[src/rtl/bin2bcd_seq_if.sv]
// Start/ready/valid handshake bundle for the sequential binary-to-BCD converter.
// The master side issues conversions; the slave side is the converter.
interface bin2bcd_seq_if #(
    parameter int BIN_W  = 8,
    parameter int DIGITS = 3
);
    logic                  start;
    logic [BIN_W-1:0]      bin;
    logic                  ready;
    logic                  valid;
    logic [4*DIGITS-1:0]   bcd;
    logic                  err;

    modport master (
        output start, bin,
        input  ready, valid, bcd, err
    );

    modport slave (
        input  start, bin,
        output ready, valid, bcd, err
    );
endinterface

[src/rtl/bin2bcd_seq.sv]
// Sequential double-dabble binary-to-BCD converter, one input bit per clock.
// Optional BIN2BCD_CHECK_EN adds a sticky digit-range (digit > 9) self-check on err.
//
// state | meaning
// IDLE  | ready=1, waiting for start; capture bin on start
// SHIFT | adjust digits >= 5 by +3, shift one bit of bin_sh into work
// DONE  | publish work on bcd, pulse valid, return to IDLE
module bin2bcd_seq #(
    parameter int BIN_W  = 8,
    parameter int DIGITS = 3
) (
    input logic           clk,
    input logic           rst_n,
    bin2bcd_seq_if.slave  bus
);
    localparam int CNT_W = $clog2(BIN_W + 1);
    localparam int BCD_W = 4 * DIGITS;

    typedef enum logic [1:0] {IDLE, SHIFT, DONE} state_t;

    state_t             state;
    logic [BIN_W-1:0]   bin_sh;
    logic [BCD_W-1:0]   work;
    logic [BCD_W-1:0]   work_adj;
    logic [BCD_W-1:0]   bcd_r;
    logic [CNT_W-1:0]   cnt;
    logic               ready_r;
    logic               valid_r;

    always_comb begin
        work_adj = work;
        for (int d = 0; d < DIGITS; d++) begin
            if (work[4*d +: 4] >= 4'd5)
                work_adj[4*d +: 4] = work[4*d +: 4] + 4'd3;
        end
    end

    always_ff @(posedge clk or negedge rst_n) begin
        if (!rst_n) begin
            state   <= IDLE;
            bin_sh  <= '0;
            work    <= '0;
            cnt     <= '0;
            bcd_r   <= '0;
            ready_r <= 1'b1;
            valid_r <= 1'b0;
        end else begin
            valid_r <= 1'b0;
            case (state)
                IDLE: begin
                    if (bus.start) begin
                        bin_sh  <= bus.bin;
                        work    <= '0;
                        cnt     <= CNT_W'(BIN_W);
                        ready_r <= 1'b0;
                        state   <= SHIFT;
                    end
                end
                SHIFT: begin
                    // MSB of the adjusted work register falls off; DIGITS guarantees it is 0
                    {work, bin_sh} <= {work_adj, bin_sh} << 1;
                    cnt            <= cnt - CNT_W'(1);
                    if (cnt == CNT_W'(1))
                        state <= DONE;
                end
                DONE: begin
                    bcd_r   <= work;
                    valid_r <= 1'b1;
                    ready_r <= 1'b1;
                    state   <= IDLE;
                end
                default: begin
                    ready_r <= 1'b1;
                    state   <= IDLE;
                end
            endcase
        end
    end

    assign bus.ready = ready_r;
    assign bus.valid = valid_r;
    assign bus.bcd   = bcd_r;

`ifdef BIN2BCD_CHECK_EN
    logic digit_bad;
    logic err_r;

    always_comb begin
        digit_bad = 1'b0;
        for (int d = 0; d < DIGITS; d++) begin
            if (work[4*d +: 4] > 4'd9)
                digit_bad = 1'b1;
        end
    end

    always_ff @(posedge clk or negedge rst_n) begin
        if (!rst_n)
            err_r <= 1'b0;
        else if (state == DONE && digit_bad)
            err_r <= 1'b1;
    end

    assign bus.err = err_r;
`else
    assign bus.err = 1'b0;
`endif

endmodule

[src/flat_wrapper.sv]
// flat-port wrapper written by rule: the top's interface ports become plain ports
module bin2bcd_seq_flat 
#(
    parameter int BIN_W  = 8,
    parameter int DIGITS = 3
)
  (clk, rst_n, bus_start, bus_bin, bus_ready, bus_valid, bus_bcd, bus_err);
  bin2bcd_seq_if #(.BIN_W(BIN_W), .DIGITS(DIGITS)) bus_i ();
  input logic clk;
  input logic rst_n;
  input wire logic [$bits(bus_i.start)-1:0] bus_start;
  input wire logic [$bits(bus_i.bin)-1:0] bus_bin;
  output wire logic [$bits(bus_i.ready)-1:0] bus_ready;
  output wire logic [$bits(bus_i.valid)-1:0] bus_valid;
  output wire logic [$bits(bus_i.bcd)-1:0] bus_bcd;
  output wire logic [$bits(bus_i.err)-1:0] bus_err;
  assign bus_i.start = bus_start;
  assign bus_i.bin = bus_bin;
  assign bus_ready = bus_i.ready;
  assign bus_valid = bus_i.valid;
  assign bus_bcd = bus_i.bcd;
  assign bus_err = bus_i.err;
  bin2bcd_seq #(.BIN_W(BIN_W), .DIGITS(DIGITS)) u_core (.clk(clk), .rst_n(rst_n), .bus(bus_i));
endmodule
[config.mk]
export PLATFORM = sky130hd
export DESIGN_NAME = bin2bcd_seq_flat
export DESIGN_NICKNAME = d
export VERILOG_FILES = /design/src/rtl/bin2bcd_seq_if.sv /design/src/rtl/bin2bcd_seq.sv /design/src/flat_wrapper.sv
export SDC_FILE = /design/constraint.sdc
export NUM_CORES = 1
export LEC_CHECK = 0
export ABC_AREA = 1
export BUFFER_PORTS_ARGS = -buffer_cell sky130_fd_sc_hd__buf_4
export CAP_MARGIN = 15
export CORE_MARGIN = 3
export CORE_UTILIZATION = 50
export CTS_BUF_LIST = sky130_fd_sc_hd__clkbuf_4 sky130_fd_sc_hd__clkbuf_8
export CTS_CLUSTER_SIZE = 14
export DETAILED_ROUTE_END_ITERATION = 8
export GPL_ROUTABILITY_DRIVEN = 0
export PLACE_DENSITY = 0.71
export SYNTH_ARGS = -nofsm -noshare
export SYNTH_HDL_FRONTEND = slang
export SYNTH_SLANG_ARGS = --single-unit
[constraint.sdc]
create_clock -name clk -period 1.6 [get_ports clk]
set_clock_uncertainty 0.15 [all_clocks]
set_input_delay 0.32 -clock clk [delete_from_list [all_inputs] [get_ports clk]]
set_output_delay 0.32 -clock clk [all_outputs]
set_load 0.01 [all_outputs]
==> impl_metrics.csv <==
group,metric,value,unit
global_route,antenna_found_initial,0,
cts,cts_tree,"built",
final_layout,fin_nets,269,
power_and_ir_drop,p_seq_frac,0.394,
setup_path,crit_chain,"inv_1 -> ha_1 -> inv_1 -> nand2_1 -> nand3_1 -> nand2_1 -> nand3_1 -> nand2_1",
power_and_ir_drop,power.density,2000,nW/µm²
routing,route.detailed.drc,0,
yosys,muxShareOfSynthArea,0,
cts,cts_made_buffers,5,
yosys,ys_seq_area_frac,0.520,
cts,clock_path_buffers,2,
power_and_ir_drop,p_clk_frac,0.156,
yosys,async_flop_share,1.00,
yosys,synth_cell_type_count,23,
die,die_x,68.1,µm
setup_path,cp-end-kind,"flip-flop",
die,ioPinCount,26,
yosys,netlist_area,1930,µm²
routing,routed_via_density,4.97,
timing,drv_slew,0,
power_and_ir_drop,p_sw_frac,0.408,
final_layout,drive_gt1_frac,0.187,
routing,vias,1475,
power_and_ir_drop,power.leakage,1.14,nW
yosys,syn-mean-instance-area,8.69,µm²
die,row_count,21,
setup_path,critPathRequiredTime,1.69,ns
cts,worstSkewPairLatency,0.30,ns
routing,firstDrtPassIters,4,
power_and_ir_drop,switchingPower,0.00182,W
routing,ant_nets,0,
yosys,synth_top_family_by_area,"simple AND/OR/NAND/NOR gates",
timing,fmax,706,MHz
yosys,synth_warnings,0,
cts,root_buffer,"clkbuf_8",
setup_path,worstSetupPathType,"reg -> reg",
die,die_y,68.1,µm
power_and_ir_drop,irDropWorstVdd,0.00116,V
routing,first_iter_violations,83,
yosys,synth_adder_area_share,0.0519,
yosys,yosysTopAreaCell,"dfrtp_1",
power_and_ir_drop,fin_total_pwr,0.00445,W
setup_path,cp_max_fo,5,
yosys,synth.area.top_cells,"dfrtp_1 (51%), nand2_1 (12%), ha_1 (5.2%)",
timing,setup_tns,0,ns
flow_run,maxCapViolCount,0,
yosys,synth_top_area_frac,0.506,
timing,final_hold_viol_count,0,
cts,postCtsSetupRepairBufs,0,
timing,post-route-period-util,0.885,
power_and_ir_drop,internal-power,0.00263,W
status,status,"completed",
timing,rsz0062_at_grt,"false",
global_route,grt_pass1_vias,1421,
yosys,synth_edf_count,0,
routing,wl,3390,µm
yosys,syn_inst,222,
die,dieArea,4640,µm²
setup_path,r2r_slack,0.18,ns
yosys,synth_top_flop_cell,"dfrtp_1",
global_route,grt_max_degree,41,
yosys,synth_seq_cells,40,
setup_path,crit_top_cell,"nand2_1",
cts,clk_pin_slew,0.08,ns
die,initial_core_util,0.548,
setup_path,cp_slowest_cell,"dfrtp_1",
power_and_ir_drop,power_frac_comb,0.450,
place,portBuffers,24,
setup_path,critPathLaunchType,"flip-flop",
global_route,grt_pass1_wl,6080,µm
setup_path,slowest_delay,0.40,ns
timing,finalSetupViolations,0,
yosys,synth_compound_area_frac,0.114,
hold_path,hp-class,"in -> reg",
timing,min_period,1.42,ns
yosys,synth_xor_area_frac,0.00454,
yosys,synth_commonest_cells,"nand2_1 (60), dfrtp_1 (39), inv_1 (20)",
global_route,grt_util_all_layers,0.176,
yosys,synth_simple_gate_area_frac,0.226,
final_layout,area_growth,15.3,%
cts,cts.sinks,40,
place,hpwl,2400,µm
yosys,synth.most_common_cell,"nand2_1",
routing,wl_per_cell,11.4,µm
final_layout,diodes,0,
die,core_area,3520,µm²
cts,htreeDepth,2,
yosys,synth_fp_nets,241,
setup_path,worstPathArrival,1.50,ns
global_route,gr-total-overflow,0,
path summary, 6_finish.rpt:
path,from,endpoint,cells past startpoint
max,u_core.work[5],u_core.work[6],8
min,bus_bin[0],u_core.bin_sh[0],3
max reg2reg,u_core.work[5],u_core.work[6],8
min reg2reg,u_core.bin_sh[0],u_core.bin_sh[0],2
max in group asynchronous,rst_n,u_core.bus.ready,2
min in group asynchronous,rst_n,u_core.bus.bcd[6],2
worst max-delay path, delay by kind of cell (launching register included):
family	cells	cell delay (ns)
fa+ha+maj	1	0.18
buf+inv	2	0.19
simple gates	5	0.43
flops	1	0.40
cell families after synthesis:
logic type	count (synthesis)
compound gates	40
simple gates	101
flops	40
buf+inv	31
xor+xnor	1
other cells	1
fa+ha+maj	8
per-stage QoR:
stage	instance area (µm²)	instances	util	hold WS, ns	worst slack, ns
5_1_grt	2220	297	0.631	0.118	0.0204
6_report	2220	297	0.631	0.0823	0.184
3_3_place_gp	2120	288	0.602	0.175	0.214
2_1_floorplan	1930	222	-	-0.126	0.313
4_1_cts	2220	297	0.631	0.0841	0.184
3_5_place_dp	2120	288	0.602	0.169	0.195
power groups by stage:
stage,logic [W],registers [W],clock network [W]
final,0.00200,0.00175,0.000696
after global routing,0.00236,0.00182,0.000743
after CTS,0.00203,0.00175,0.000704
after detailed placement,0.00202,0.00177,0
after global placement,0.00199,0.00175,0
after floorplan,0.00147,0.00178,0
routing by layer:
| metal | vias up | track usage | share of wire |
|---|---|---|---|
| met4 | 0 | 0.0968 | 0.015 |
| met3 | 5 | 0.0411 | 0.056 |
| li1 | 772 | - | - |
| met5 | - | 0 | 0 |
| met2 | 29 | 0.271 | 0.43 |
| met1 | 669 | 0.228 | 0.50 |
placed cells by master (no fill, tap or decap), types with 3 or more instances in the layout:
cell type,Yosys,routed
a21oi_2,3,3
ha_1,8,8
nor2_1,13,13
dfrtp_1,39,39
o21ai_1,18,18
inv_1,20,20
a21oi_1,4,4
o21ai_0,11,11
clkbuf_8,0,6
nand4_1,6,6
nand3_1,17,17
buf_4,3,27
nand2_1,60,60
inv_2,4,4
cell type report:
cell class	count	area, µm²
clock buffer	6	82.6
clock inverter	2	10.0
fill	337	1300
inverter	24	90.1
multi-input combinational	151	768
sequential	40	1000
tap	46	57.6
timing repair buffer	28	213
state kept, by name, summed over array words and instances, names as in the netlist:
name	cells
u_core.state	2
u_core.work	12
u_core.cnt	4
u_core.bus.bcd	12
u_core.bus.valid	1
u_core.bin_sh	8
u_core.bus.ready	1
what timing repair did:
| item | in CTS | in global routing |
|---|---|---|
| hold buffers | 1 | 0 |
| resized for setup | 0 | 0 |
| hold endpoints to repair | 39 | 0 |
Note: power is estimated with default switching activity, not from simulation.
